==> src/rtl/bin2bcd_conv.sv <==
// bin2bcd_conv: sequential binary-to-BCD converter using shift-and-add-3, one bit per clock.
// Latches bin_in on start, runs BIN_W iterations, then loads bcd_out/ovf on the completion
// edge and holds them until the next completion. Digit 0 occupies bcd_out[3:0].
// Build option: define OVF_HEX_PASS_EN to show the raw operand (zero-extended) on overflow
// instead of saturating every digit to 9.
`timescale 1ns/1ps

module bin2bcd_conv #(
  parameter int BIN_W  = 27,
  parameter int DIGITS = 8
) (
  input  logic                  clk,
  input  logic                  rst,
  input  logic                  start,
  input  logic [BIN_W-1:0]      bin_in,
  output logic [4*DIGITS-1:0]   bcd_out,
  output logic                  busy,
  output logic                  done,
  output logic                  ovf
);

  // Largest value representable in DIGITS decimal digits is 10^DIGITS - 1.
  function automatic logic [63:0] pow10(input int n);
    logic [63:0] p;
    p = 64'd1;
    for (int i = 0; i < n; i++) begin
      p = p * 64'd10;
    end
    return p;
  endfunction

  localparam int BCD_W = 4 * DIGITS;
  localparam int SR_W  = BCD_W + BIN_W;
  localparam int CNT_W = $clog2(BIN_W + 1);
  localparam logic [CNT_W-1:0] CNT_INIT = CNT_W'(BIN_W);
  localparam logic [CNT_W-1:0] CNT_LAST = CNT_W'(1);
  localparam logic [63:0]      MAX_VAL  = pow10(DIGITS) - 64'd1;

  typedef enum logic [1:0] {
    S_IDLE = 2'd0,
    S_CONV = 2'd1,
    S_DONE = 2'd2
  } state_t;

  state_t state_q, state_d;

  // Shift register: BCD field on top, binary operand shifting out of the bottom.
  logic [SR_W-1:0]  sr_q, sr_d;
  logic [SR_W-1:0]  sr_adj;
  logic [SR_W-1:0]  sr_shift;
  logic [CNT_W-1:0] cnt_q, cnt_d;
  logic             ovf_pend_q, ovf_pend_d;
  logic [BCD_W-1:0] bcd_q, bcd_d;
  logic             ovf_q, ovf_d;
  logic [BCD_W-1:0] ovf_sub;

  // Add-3 correction on every BCD nibble (top one included); binary part passes through.
  assign sr_adj[BIN_W-1:0] = sr_q[BIN_W-1:0];
  for (genvar gi = 0; gi < DIGITS; gi++) begin : g_add3
    assign sr_adj[BIN_W+4*gi +: 4] = (sr_q[BIN_W+4*gi +: 4] >= 4'd5)
                                   ? sr_q[BIN_W+4*gi +: 4] + 4'd3
                                   : sr_q[BIN_W+4*gi +: 4];
  end

  assign sr_shift = sr_adj << 1;

`ifdef OVF_HEX_PASS_EN
  // The shift register consumes the operand, so keep a copy for the raw-hex display.
  logic [BIN_W-1:0] bin_q, bin_d;

  // Overflow substitute: operand zero-extended to the display width.
  always_comb begin
    ovf_sub = '0;
    ovf_sub[BIN_W-1:0] = bin_q;
  end
`else
  // Overflow substitute: every digit saturates to 9.
  always_comb begin
    ovf_sub = {DIGITS{4'h9}};
  end
`endif

  // State register.
  always_ff @(posedge clk or negedge rst) begin
    if (!rst) begin
      state_q <= S_IDLE;
    end else begin
      state_q <= state_d;
    end
  end

  // Next-state logic: start is only honoured in IDLE; DONE lasts one cycle.
  always_comb begin
    state_d = state_q;
    case (state_q)
      S_IDLE:  if (start) state_d = S_CONV;
      S_CONV:  if (cnt_q == CNT_LAST) state_d = S_DONE;
      S_DONE:  state_d = S_IDLE;
      default: state_d = S_IDLE;
    endcase
  end

  // Output decode from the current state.
  always_comb begin
    busy = (state_q == S_CONV) || (state_q == S_DONE);
    done = (state_q == S_DONE);
  end

  assign bcd_out = bcd_q;
  assign ovf     = ovf_q;

  // Datapath next-state: latch on accept, iterate in CONV, publish on the last iteration.
  always_comb begin
    sr_d       = sr_q;
    cnt_d      = cnt_q;
    ovf_pend_d = ovf_pend_q;
    bcd_d      = bcd_q;
    ovf_d      = ovf_q;
`ifdef OVF_HEX_PASS_EN
    bin_d      = bin_q;
`endif
    case (state_q)
      S_IDLE: begin
        if (start) begin
          sr_d              = '0;
          sr_d[BIN_W-1:0]   = bin_in;
          cnt_d             = CNT_INIT;
          ovf_pend_d        = (64'(bin_in) > MAX_VAL);
`ifdef OVF_HEX_PASS_EN
          bin_d             = bin_in;
`endif
        end
      end
      S_CONV: begin
        sr_d  = sr_shift;
        cnt_d = cnt_q - CNT_W'(1);
        if (cnt_q == CNT_LAST) begin
          bcd_d = ovf_pend_q ? ovf_sub : sr_shift[SR_W-1:BIN_W];
          ovf_d = ovf_pend_q;
        end
      end
      default: begin
      end
    endcase
  end

  // Datapath registers; reset clears everything so no partial result is ever visible.
  always_ff @(posedge clk or negedge rst) begin
    if (!rst) begin
      sr_q       <= '0;
      cnt_q      <= '0;
      ovf_pend_q <= 1'b0;
      bcd_q      <= '0;
      ovf_q      <= 1'b0;
`ifdef OVF_HEX_PASS_EN
      bin_q      <= '0;
`endif
    end else begin
      sr_q       <= sr_d;
      cnt_q      <= cnt_d;
      ovf_pend_q <= ovf_pend_d;
      bcd_q      <= bcd_d;
      ovf_q      <= ovf_d;
`ifdef OVF_HEX_PASS_EN
      bin_q      <= bin_d;
`endif
    end
  end

endmodule

==> config.mk <==
export PLATFORM = sky130hd
export DESIGN_NAME = bin2bcd_conv
export DESIGN_NICKNAME = d
export VERILOG_FILES = /design/src/rtl/bin2bcd_conv.sv
export SDC_FILE = /design/constraint.sdc
export NUM_CORES = 1
export LEC_CHECK = 0
export BUFFER_PORTS_ARGS = -buffer_cell sky130_fd_sc_hd__buf_4
export CORE_ASPECT_RATIO = 1.5
export CORE_MARGIN = 1
export CORE_UTILIZATION = 45
export DETAILED_ROUTE_END_ITERATION = 8
export REMOVE_ABC_BUFFERS = 1
export SYNTH_ARGS = -nofsm -noshare
export SYNTH_HDL_FRONTEND = slang
export SYNTH_SLANG_ARGS = --single-unit
==> constraint.sdc <==
create_clock -name clk -period 2.18 [get_ports clk]
set_input_delay 0.436 -clock clk [delete_from_list [all_inputs] [get_ports clk]]
set_output_delay 0.436 -clock clk [all_outputs]
set_load 0.005 [all_outputs]
==> impl_metrics.ini <==
[global_route]
grt_pass1_vias = 3766
groute.usage.overall_pct = 21.6
antenna_found_initial = 0
grt_max_degree = 53
grt-ovfl-total = 0
grt_pass1_wl_um = 18600

[timing]
hold_viol = 0
timing.final.crit_share_pct = 93.7
timing.fmax_mhz = 490
finClkSkew_ns = 0.00369
period_minus_slack_ns = 2.04
rsz0062_at_grt = no
max_slew.worst_pin.slew_ns = 0.622
setup_violations = 0
slew_violations = 0
relSlewSlack_pct = 58.5
setup_slack_ns = 0.138

[power]
p_int_uw = 4770
switching_share_pct = 37.5
seqPwrFrac_pct = 39.1
p_leak_uw = 0.00267
power.total_uw = 7640
pwr-share-comb_pct = 40.3
pwr-share-clk_pct = 20.5
vdd_drop_max_uv = 748
cellPowerDensity_nw_per_um2 = 1290
p_sw_uw = 2870

[setup_path]
slowest_delay_ns = 0.57
worstPathArrival_ns = 2.31
slowest_stage = or3_1
path_class = register to register
cp_max_fo = 8
cp-start-kind = register
worst_ep_required_time_ns = 2.45
path_cells = inv_1, ha_1, or4b_4, or3_1, o21ai_2
end_kind = register

[route]
drc = 0
first_pass_iters = 4
vias = 3737
vias_per_cell = 5.48
final_antenna_net_count = 0
wirelength_um = 11100
wl_per_cell_um = 16.3
drt_iter0_drc = 156

[synthesis]
yosysTopAreaCellShare_pct = 51.1
synth_warnings = 0
avgSynthCellArea_um2 = 10.5
synth.distinct_cells = 38
synth-edff-count = 0
ys_ff_latch = 100
syn_inst = 467
yosys_most_used_dff = dfrtp_1
syn_area_um2 = 4890
synth_top_cell_by_area = dfrtp_1
seq_area_frac_synth_pct = 51.1
synth_area_leaders = dfrtp_1, ha_1, mux2i_1
ys_async_sr_fraction_pct = 100

[die]
start_util_pct = 46.2
die_w_um = 87.2
num_rows = 46
io_pins = 65
core_um2 = 10600
die_area_um2 = 11300
die_y_um = 130

[final_layout]
final_cell_mix = dfrtp_1, buf_4, nand2_1
final_layout_size_suffix_gt1_share_pct = 22.1
num_antenna_cells = 0
syn2layout_area_growth_pct = 20.6
regArea_um2 = 2500
n_fill_cell = 981
finish.net_count = 584
layout_commonest_cell = dfrtp_1
multi_input_area_um2 = 2200

[place]
place_congestion = 0.794
numPortBuffers = 64
pre_cts_ws_ns = 0.114
post-dp-hpwl_um = 7660

[cts]
cts_buffers = 9
cts_root_buf = clkbuf_16
cts_sinks = 100
clock_latency_ns = 0.34
htreeDepth = 3
tritoncts = yes
clk_path_buf_depth = 2
path_clk_slew_ns = 0.07

[run_status]
outcome = finished, final reports clean

[job]
drv_cap = 0

[min_path]
hold_path.class = input pin to asynchronous set/reset pin
## worst paths after layout
path	startpoint	to	slack [ns]	depth (start not counted)
worst min register to register	sr_q[10]	sr_q[10]	0.48	2
worst max register to register	cnt_q[1]	bcd_out[2]	0.14	5
max in group asynchronous	rst	sr_q[23]	1.54	2
worst max-delay path	cnt_q[1]	bcd_out[2]	0.14	5
min in group clk	bin_in[0]	sr_q[0]	0.32	2
worst min-delay path	rst	bcd_out[20]	0.02	1
## flip-flops by register name, indices dropped and copies added, names as in the netlist
name	flops
bcd_out	32
cnt_q	5
ovf	1
ovf_pend_q	1
sr_q	59
state_q	2
## cells by family (layout without fill, tap and decap cells)
group | count (synthesis) | after routing | share of synthesized area, %
AO/OA/AOI/OAI | 139 | 139 | 18.4
XOR/XNOR | 11 | 11 | 1.97
adder cells (fa/ha/maj) | 21 | 21 | 5.37
buffers and inverters | 45 | 116 | 4.29
flip-flops | 100 | 100 | 51.1
multiplexers | 34 | 34 | 7.18
AND/OR/NAND/NOR | 117 | 117 | 11.7
## Yosys cell counts (all sizes together), types with 2 or more instances
cell type	number
dfrtp	100
clkbuf	7
xor2	2
o22ai	12
inv	21
a21oi	31
nand3	2
xnor2	9
buf	17
a2111oi	8
a22o	15
a32o	8
mux2i	25
o21ai	53
ha	21
nor2	30
nand2b	9
nor3b	16
mux2	9
nand2	53
o31ai	9
## power by group through the flow
stage	logic [µW]	registers, µW	clock network (µW)
finish	3080	2990	1570
global route	3480	3080	1680
CTS	3120	2990	1630
detailed placement	3100	3010	0
global placement	3030	3000	0
floorplan	2070	2890	0
## per-stage QoR
| stage | utilization (%) | cells | instance area [µm²] | TNS, ns | hold WS (ns) |
|---|---|---|---|---|---|
| CTS | 55.7 | 682 | 5900 | 0 | 0.0299 |
| floorplan | - | 443 | 4760 | -94.51 | 0.140 |
| global placement | 52.9 | 666 | 5600 | 0 | 0.406 |
| finish | 55.8 | 682 | 5900 | 0 | 0.0192 |
| detailed placement | 52.9 | 666 | 5600 | 0 | 0.404 |
| global route | 55.8 | 682 | 5900 | 0 | 0.0339 |
## what timing repair did
item | in CTS | in global routing
hold buffers | 0 | 0
setup buffers | 0 | 0
gates resized for setup | 0 | 3
setup endpoints to repair | 0 | 3
## area by class of cell
type / instances / share of cell area, %
clock inverter: 3 / 0.318
tap: 144 / 3.05
inverter: 21 / 1.34
timing repair buffer: 79 / 10.9
sequential: 100 / 42.4
clock buffer: 13 / 4.75
multi-input combinational: 322 / 37.3
## critical path: cells and delay by family, from the launching register on
family          cells  cell delay [ns]
buf+inv             1             0.11
compound gates      1             0.22
simple gates        2             1.07
flops               1             0.39
fa+ha+maj           1             0.18
## metal layers
layer	vias to the layer above	GRT usage, %	part of all wire, %
li1	1793	-	-
met1	1833	26.1	43
met2	94	37.8	51
met3	17	4.55	4.5
met4	0	8.00	2.2
met5	-	0	0
Note: power is estimated with default switching activity, not from simulation.
